===== src/rtl/btn_event_pkg.sv =====
// Shared definitions for the button event decoder: FSM state codes and
// millisecond-to-clock-cycle conversion.
package btn_event_pkg;

  localparam int unsigned STATE_W = 3;
  localparam int unsigned CNT_W   = 32;

  localparam logic [STATE_W-1:0] ST_IDLE        = 3'd0;
  localparam logic [STATE_W-1:0] ST_HELD        = 3'd1;
  localparam logic [STATE_W-1:0] ST_LONG_HELD   = 3'd2;
  localparam logic [STATE_W-1:0] ST_GAP         = 3'd3;
  localparam logic [STATE_W-1:0] ST_SECOND_HELD = 3'd4;

  function automatic int unsigned ms_to_cycles(input int unsigned clk_freq,
                                               input int unsigned ms);
    return (clk_freq / 32'd1000) * ms;
  endfunction

endpackage


===== src/rtl/button_event_decoder.sv =====
// Decodes a clean button level into press/release/long-press and
// single/double-click pulses.
module button_event_decoder
  import btn_event_pkg::*;
#(
  parameter int unsigned CLK_FREQ      = 100_000_000,
  parameter int unsigned LONG_PRESS_MS = 1000,
  parameter int unsigned DOUBLE_GAP_MS = 250
) (
  input  logic clk,
  input  logic rst,
  input  logic btn_in,
  output logic press_pulse,
  output logic release_pulse,
  output logic long_pulse,
  output logic single_click,
  output logic double_click
);

  localparam int unsigned LONG_CNT = ms_to_cycles(CLK_FREQ, LONG_PRESS_MS);
  localparam int unsigned GAP_CNT  = ms_to_cycles(CLK_FREQ, DOUBLE_GAP_MS);
  localparam logic [CNT_W-1:0] LONG_LAST = CNT_W'(LONG_CNT - 32'd1);
  localparam logic [CNT_W-1:0] GAP_LAST  = CNT_W'(GAP_CNT - 32'd1);

  generate
    if (LONG_CNT < 2 || GAP_CNT < 2) begin : g_bad_cfg
      $error("button_event_decoder: LONG_CNT and GAP_CNT must both be >= 2");
    end
  endgenerate

  logic [STATE_W-1:0] state, state_nxt;
  logic [CNT_W-1:0]   cnt, cnt_nxt;
  logic               btn_prev;
  logic               rise, fall;
  logic               press_nxt, release_nxt, long_nxt, single_nxt, double_nxt;

  assign rise = btn_in & ~btn_prev;
  assign fall = ~btn_in & btn_prev;

  // State, counter, edge history and registered pulses
  always_ff @(posedge clk) begin
    if (rst) begin
      state         <= ST_IDLE;
      cnt           <= '0;
      btn_prev      <= btn_in;
      press_pulse   <= 1'b0;
      release_pulse <= 1'b0;
      long_pulse    <= 1'b0;
      single_click  <= 1'b0;
      double_click  <= 1'b0;
    end else begin
      state         <= state_nxt;
      cnt           <= cnt_nxt;
      btn_prev      <= btn_in;
      press_pulse   <= press_nxt;
      release_pulse <= release_nxt;
      long_pulse    <= long_nxt;
      single_click  <= single_nxt;
      double_click  <= double_nxt;
    end
  end

  // Next state; the counter defaults to 0 so every state entry clears it,
  // and edges are tested before expiry so they win on coincidence.
  always_comb begin
    state_nxt   = state;
    cnt_nxt     = '0;
    press_nxt   = 1'b0;
    release_nxt = 1'b0;
    long_nxt    = 1'b0;
    single_nxt  = 1'b0;
    double_nxt  = 1'b0;
    case (state)
      ST_IDLE: begin
        if (rise) begin
          press_nxt = 1'b1;
          state_nxt = ST_HELD;
        end
      end
      ST_HELD: begin
        if (fall) begin
          release_nxt = 1'b1;
          state_nxt   = ST_GAP;
        end else if (cnt == LONG_LAST) begin
          long_nxt  = 1'b1;
          state_nxt = ST_LONG_HELD;
        end else begin
          cnt_nxt = cnt + CNT_W'(1);
        end
      end
      ST_LONG_HELD: begin
        if (fall) begin
          release_nxt = 1'b1;
          state_nxt   = ST_IDLE;
        end
      end
      ST_GAP: begin
        if (rise) begin
          press_nxt  = 1'b1;
          double_nxt = 1'b1;
          state_nxt  = ST_SECOND_HELD;
        end else if (cnt == GAP_LAST) begin
          single_nxt = 1'b1;
          state_nxt  = ST_IDLE;
        end else begin
          cnt_nxt = cnt + CNT_W'(1);
        end
      end
      ST_SECOND_HELD: begin
        if (fall) begin
          release_nxt = 1'b1;
          state_nxt   = ST_IDLE;
        end
      end
      default: state_nxt = ST_IDLE;
    endcase
  end

endmodule


===== config.mk =====
export PLATFORM = sky130hd
export DESIGN_NAME = button_event_decoder
export DESIGN_NICKNAME = d
export VERILOG_FILES = /design/src/rtl/btn_event_pkg.sv /design/src/rtl/button_event_decoder.sv
export SDC_FILE = /design/constraint.sdc
export NUM_CORES = 1
export LEC_CHECK = 0
export BUFFER_PORTS_ARGS = -buffer_cell sky130_fd_sc_hd__buf_2
export CORE_ASPECT_RATIO = 1.4
export CORE_MARGIN = 1.5
export CORE_UTILIZATION = 43
export CTS_BUF_LIST = sky130_fd_sc_hd__clkbuf_4 sky130_fd_sc_hd__clkbuf_8
export DETAILED_ROUTE_END_ITERATION = 10
export GPL_TIMING_DRIVEN = 0
export HOLD_SLACK_MARGIN = 0.15
export MAX_ROUTING_LAYER = met4
export SLEW_MARGIN = 15
export SYNTH_ARGS = -nofsm -noshare
export SYNTH_HDL_FRONTEND = slang
export SYNTH_SLANG_ARGS = --single-unit

===== constraint.sdc =====
create_clock -name clk -period 1.9 [get_ports clk]
set_input_delay 0.38 -clock clk [delete_from_list [all_inputs] [get_ports clk]]
set_output_delay 0.38 -clock clk [all_outputs]
set_load 0.02 [all_outputs]

==> summary.md, run 1 <==
| Metric | Value |
|---|---|
| Number of distinct library cells after synthesis | 45 |
| Outcome | finished with violations |
| Vias in the first global route | 1455 |
| Count of synthesis-stage warnings from yosys | 0 |
| Kind of critical path | reg2reg |
| # hold bufs at CTS | 0 |
| Core Region | 4540 µm² |
| Total congestion overflow after global routing | 0 |
| Syn Nets | 221 |
| Worst-path clk slew | 0.08 ns |
| Share of the cycle needed by the critical path after routing | 1.01 |
| Power per Cell Area | 721 nW/µm² |
| Number of antenna diodes | 0 |
| Top cells by area, synth | sky130_fd_sc_hd__dfxtp_1 40%, sky130_fd_sc_hd__nor2_2 8.9%, sky130_fd_sc_hd__xor2_1 8.6% |
| Average routed wire per standard cell | 13.5 µm |
| GRT Overall Usage | 0.179 |
| Number of synthesized flops with an enable pin | 0 |
| Die H | 84.3 µm |
| Most frequent cell after synthesis | sky130_fd_sc_hd__dfxtp_1 |
| Combined area of all synthesized cells | 2030 µm² |
| Pins over their slew limit | 0 |
| Final standard cell count with taps included and fillers excluded | 297 |
| Portion of the post-synthesis area used by sequential elements | 0.404 |
| Area added between synthesis and finish | 17.4% |
| Vias/cell | 5.21 |
| DRC violation total after the first TritonRoute iteration | 63 |
| Compound-cell area share of the yosys netlist | 0.0696 |
| Number of iterations in the first detailed-routing pass | 4 |
| Largest family of logic cells by synthesized area | simple AND/OR/NAND/NOR gates |
| Cell type with the largest total area after synthesis | sky130_fd_sc_hd__dfxtp_1 |
| Violated checks | negative setup slack |
| Number of failing hold endpoints at the final stage | 0 |
| Post-synthesis share of cell area spent on xor and xnor gates | 0.125 |
| Maximum clock insertion buffer count | 2 |
| Transition at the pin with the smallest max-transition slack | 0.610 ns |
| Final net count | 238 |
| Max cap viols | 0 |
| Clock buffer count from CTS | 5 |
| Share of cells above drive strength 1 | 0.374 |
| Min-delay worst type | in2reg |
| Clock sink count | 41 |
| Req. time, crit path | 2.09 ns |
| Routability Congestion | 0.763 |
| Startpoint Class | register |
| Commonest cells in the netlist | 41 x sky130_fd_sc_hd__dfxtp_1, 29 x sky130_fd_sc_hd__nor2_2, 20 x sky130_fd_sc_hd__xor2_1, 17 x sky130_fd_sc_hd__nand2_1, 13 x sky130_fd_sc_hd__nand3_1 |
| CTS tree | done |
| Maximum fanout count along the critical path | 10 |
| Synth Area per Inst | 9.36 µm² |
| H-Tree Depth | 2 |
| Antenna Nets Post-Route | 0 |
| Top-level port count | 8 |
| Remaining design rule violation count | 0 |
| Number of vias in the routed layout | 1547 |
| Element type at the critical path end | register |
| Total Die Area | 5150 µm² |
| Ys flop type | sky130_fd_sc_hd__dfxtp_1 |
| Final critical path time including I/O delays and setup | 1.92 ns |
| Number of placed instances with taps included | 286 |
| Post-synthesis async set-or-reset flop share | 0 |
| Cells after synthesis | 217 |
| Root Driver | sky130_fd_sc_hd__clkbuf_8 |
| Row cnt | 29 |
| Summed negative setup slack over all endpoints | -0.178 ns |
| Largest clock skew in the final design | 0.00490 ns |
| WP data arrival | 2.11 ns |
| Maximum clock frequency | 0.522 GHz |
| Initial core utilization | 0.448 |
| Initial antenna violation count | 0 |
| Final wirelength | 4000 µm |
| Port-buffer cells | 7 |
| Pin count of the biggest net entering global routing | 14 |
| Chip Width | 61.1 µm |
| Leakage dissipation | 0.000817 µW |
| Post-Synth Simple-Gate Area | 0.358 |
| Synthesis-stage register bit count | 41 |
| Setup violators final | 28 |
| Peak supply drop | 0.000344 V |
| Mux share of post-synthesis cell area | 0 |
| Global-route wire length before repair | 6750 µm |
| Clock insertion delay at the later pin of the skew report | 0.29 ns |
| Max-slew headroom | 0.593 |
| Setup repair after global routing missed its margin | true |
| Detailed placer's ending HPWL | 2750 µm |
| Least setup slack across all paths after layout | -0.0162 ns |
| Top-area cell type share of the netlist area | 0.404 |
| Post-synthesis share of cell area spent on full adders, half adders and majority gates | 0.00616 |
[metrics by stage]
| step | hold slack [ns] | area [µm²] | setup slack [ns] | util | power (µW) |
|---|---|---|---|---|---|
| 6_report | 0.229 | 2380 | -0.0162 | 0.526 | 1720 |
| 4_1_cts | 0.221 | 2340 | -0.0362 | 0.515 | 1730 |
| 3_3_place_gp | 0.439 | 2140 | -0.252 | 0.473 | 1140 |
| 3_5_place_dp | 0.446 | 2140 | -0.266 | 0.473 | 1130 |
| 5_1_grt | 0.221 | 2380 | -0.0689 | 0.526 | 1800 |
| 2_1_floorplan | 0.408 | 2030 | 0.0334 | - | 1090 |
[placed cells by master, fill, tap and decap left out, drive strengths merged]
cell       n
a2111oi    1
a211oi     1
a21oi      5
a221oi     1
a31oi      1
a32o       1
a41o       1
and2       1
and2b      2
and3       7
and4       4
and4b      1
and4bb     1
buf       17
clkbuf     7
clkinv     2
clkinvlp   1
dfxtp     41
ha         1
inv        2
nand2     17
nand2b     1
nand3     14
nand4     11
nor2      38
nor3       7
nor3b      1
nor4       4
nor4b      2
o21ai      4
o21bai     1
o31ai      1
or2b       3
or3        3
or4        1
xnor2      9
xor2      20
[final cells by class]
type / count / area [µm²]
clock inverters: 3 / 17.5
clock buffers: 5 / 68.8
flip-flops and latches: 41 / 831
plain buffers: 7 / 88.8
inverters: 2 / 7.51
repair buffers: 12 / 76.3
fillers: 439 / 2150
multi-input cells: 165 / 1220
well taps: 62 / 77.6
[final timing paths]
path,from,end,slack [ns],cells after the start
setup reg to reg,cnt[15]$_SDFF_PP0_,cnt[28]$_SDFF_PP0_,-0.02,7
setup / recovery,cnt[15]$_SDFF_PP0_,cnt[28]$_SDFF_PP0_,-0.02,7
hold / removal,btn_in,btn_prev$_DFF_P_,0.23,1
hold reg to reg,cnt[0]$_SDFF_PP0_,cnt[0]$_SDFF_PP0_,0.43,1
[flip-flops by register name, summed over array words and instances, names as in the netlist]
signal,cells
cnt,32
state,3
btn_prev,1
double_click,1
long_pulse,1
press_pulse,1
release_pulse,1
single_click,1
[timing repair]
item | in CTS | in global routing
pin swaps | 2 | 4
endpoints found under the hold margin | 0 | 0
gates cloned | 0 | 0
endpoints found under the setup margin | 32 | 35
gates resized for setup | 16 | 15
setup buffers | 3 | 2
[power breakdown]
group | switching [µW] | internal, µW
clock network | 307 | 254
logic | 144 | 117
registers | 22.3 | 877
[cell families after synthesis]
| family | count (synthesis) |
|---|---|
| AND/OR/NAND/NOR | 118 |
| flip-flops | 41 |
| XOR/XNOR | 29 |
| AO/OA/AOI/OAI | 17 |
| buffers and inverters | 11 |
| adder cells (fa/ha/maj) | 1 |
[worst max-delay path: stages (launching register included)]
cell and delay (ns):
sky130_fd_sc_hd__dfxtp_4 0.35, sky130_fd_sc_hd__or4_4 0.54, sky130_fd_sc_hd__nor3_4 0.18, sky130_fd_sc_hd__a31oi_4 0.13
sky130_fd_sc_hd__o31ai_4 0.24, sky130_fd_sc_hd__buf_6 0.17, sky130_fd_sc_hd__buf_12 0.15, sky130_fd_sc_hd__nor2_2 0.05
[layer usage]
metal  GRT usage  share of wire  vias up
met5           -              0        -
met4      0.0830          0.019        0
met3      0.0324          0.019        6
met2       0.285           0.53       15
met1       0.212           0.44      734
li1            -              -      792
(Power assumes the default switching activity.)
==> run 2: changes to the inputs <==
REMOVE_ABC_BUFFERS = 1   (was not set)
==> run 2 against run 1 <==
The run still ends with negative setup slack left. First-iteration DRC count is the same. Wire length grew 0.28%. Core utilization grew 2.0 points. Maximum frequency grew 0.55%. Largest cell class unchanged.
==> summary.md, run 2 (synthesized netlist as in run 1, its figures left out) <==
| Metric | Value |
|---|---|
| Outcome | finished with violations |
| Violated checks | negative setup slack |
| Area added between synthesis and finish | 21.8% |
| Clock buffer count from CTS | 5 |
| Top-level port count | 8 |
| Peak supply drop | 0.000416 V |
| Delay of the slowest cell on the worst path | 0.38 ns |
| R2R cell count | 7 |
| Final wirelength | 4010 µm |
| Sw Pwr | 442 µW |
| Largest registers ranked by flip-flop count | cnt: 32 flops, state: 3 flops |
| Chip Width | 61.1 µm |
| Max cap viols | 0 |
| Global-route wire length before repair | 6810 µm |
| Row cnt | 29 |
| Max-slew headroom | 0.681 |
| Flip-flop count of the largest register after layout | 32 |
| Number of placed instances with taps included | 279 |
| Total congestion overflow after global routing | 0 |
| Min-delay worst type | in2reg |
| Initial core utilization | 0.448 |
| Setup repair after global routing missed its margin | true |
| Internal Pwr Total | 1290 µW |
| Share of the cycle needed by the critical path after routing | 1.00 |
| Part of the total power dissipated in sequential elements | 0.525 |
| Antenna Nets Post-Route | 0 |
| Share of total power in combinational logic | 0.137 |
| Topmost layer with routed signal wires | met4 |
| Fraction of power spent switching nets | 0.255 |
| Final critical path time including I/O delays and setup | 1.91 ns |
| Cell type of the slowest stage on the worst timing path | sky130_fd_sc_hd__nor4_1 |
| CTS tree | done |
| Startpoint Class | register |
| Root Driver | sky130_fd_sc_hd__clkbuf_8 |
| Maximum clock insertion buffer count | 2 |
| H-Tree Depth | 2 |
| Vias/cell | 5.21 |
| Total Die Area | 5150 µm² |
| Initial antenna violation count | 0 |
| Transition at the pin with the smallest max-transition slack | 0.478 ns |
| Leakage dissipation | 0.000873 µW |
| Clock sink count | 41 |
| Worst-case setup slack after placement | -0.660 ns |
| Reg with most FFs | cnt |
| Cells traversed along the worst timing path | nor4_1 > and4_4 > a2111oi_4 > o31ai_4 > buf_6 > clkbuf_16 > a21oi_2 |
| Power per Cell Area | 701 nW/µm² |
| Number of vias in the routed layout | 1569 |
| Core Region | 4540 µm² |
| Setup crit start | cnt[28]$_SDFF_PP0_ |
| Maximum fanout count along the critical path | 5 |
| Final net count | 243 |
| Commonest non-fill, non-tap cells in the layout | 31 x sky130_fd_sc_hd__dfxtp_1, 29 x sky130_fd_sc_hd__nor2_2, 20 x sky130_fd_sc_hd__xor2_1 |
| Clock insertion delay at the later pin of the skew report | 0.29 ns |
| DRC violation total after the first TritonRoute iteration | 63 |
| Port-buffer cells | 7 |
| GRT Overall Usage | 0.176 |
| WP data arrival | 2.08 ns |
| Worst-path clk slew | 0.08 ns |
| Die H | 84.3 µm |
| Routability Congestion | 0.778 |
| Reg2reg end | cnt[27]$_SDFF_PP0_ |
| Vias in the first global route | 1627 |
| Number of iterations in the first detailed-routing pass | 4 |
| Remaining design rule violation count | 0 |
| Final standard cell count with taps included and fillers excluded | 301 |
| Number of antenna diodes | 0 |
| Least setup slack across all paths after layout | -0.00575 ns |
| Metal-1 WL | 1740 µm |
| Worst reg2reg startpoint | cnt[28]$_SDFF_PP0_ |
| Worst-case register-to-register setup slack | -0.006 ns |
| Share of cells above drive strength 1 | 0.397 |
| Setup violators final | 3 |
| Met3 wirelength from detailed routing | 62 µm |
| Clock network fraction of total power | 0.337 |
| Largest clock skew in the final design | 0.00876 ns |
| Kind of critical path | reg2reg |
| Element type at the critical path end | register |
| Average routed wire per standard cell | 13.3 µm |
| Met2 WL post-DR | 2120 µm |
| Capture point of the worst path | cnt[27]$_SDFF_PP0_ |
| Most common cell after layout, fill and taps aside | sky130_fd_sc_hd__dfxtp_1 |
| Number of failing hold endpoints at the final stage | 0 |
| Req. time, crit path | 2.07 ns |
| Detailed placer's ending HPWL | 2610 µm |
| Pins over their slew limit | 0 |
| Maximum clock frequency | 0.525 GHz |
| Pin count of the biggest net entering global routing | 14 |
-- run 2: timing repair --
item / in CTS / in global routing
pin swaps: 5 / 4
gates cloned: 0 / 2
setup buffers: 9 / 4
hold buffers: 0 / 0
resized for setup: 20 / 12
setup endpoints to repair: 35 / 35
-- run 2: per-stage QoR --
stage          total power (µW)  setup TNS [ns]   util  cell area (µm²)  hold slack [ns]
2_1_floorplan              1070          -21.46      -             1960            0.408
3_3_place_gp               1110          -41.72  0.458             2080            0.436
3_5_place_dp               1120          -19.37  0.464             2110            0.445
4_1_cts                    1740        -0.00860  0.521             2360            0.225
5_1_grt                    1820           -1.13  0.545             2470            0.231
6_report                   1730         -0.0135  0.545             2470            0.230
-- run 2: layout make-up --
cell class	count	area [µm²]
Clock buffer	7	90.1
Fill cell	413	2060
Inverter	2	7.51
Multi-Input combinational cell	165	1230
Sequential cell	41	836
Tap cell	62	77.6
Timing Repair Buffer	24	234
-- run 2: how the worst min path moves through the flow --
stage | to | cells after the start | startpoint
2_1_floorplan | btn_prev$_DFF_P_ | 0 | btn_in
3_3_place_gp | cnt[0]$_SDFF_PP0_ | 1 | cnt[0]$_SDFF_PP0_
3_5_place_dp | cnt[0]$_SDFF_PP0_ | 1 | cnt[0]$_SDFF_PP0_
4_1_cts | btn_prev$_DFF_P_ | 1 | btn_in
5_1_grt | btn_prev$_DFF_P_ | 1 | btn_in
6_report | btn_prev$_DFF_P_ | 1 | btn_in
-- run 2: critical path, delay by kind of cell, from the launching register on --
kind / cells / cell delay [ns]
AND/OR/NAND/NOR: 2 / 0.71
AO/OA/AOI/OAI: 3 / 0.40
flip-flops: 1 / 0.35
buffers and inverters: 2 / 0.33
-- run 2: power groups by stage --
stage / combinational [µW] / sequential, µW / clock, µW
2_1_floorplan: 140 / 927 / 0
3_3_place_gp: 178 / 929 / 0
3_5_place_dp: 188 / 929 / 0
4_1_cts: 220 / 911 / 609
5_1_grt: 260 / 914 / 645
6_report: 238 / 910 / 584
-- run 2: routing by layer --
layer  GRT usage  up-vias
met2       0.300       11
met4      0.0830        0
met1       0.187      751
met5           -        -
met3      0.0354        7
li1            -      800
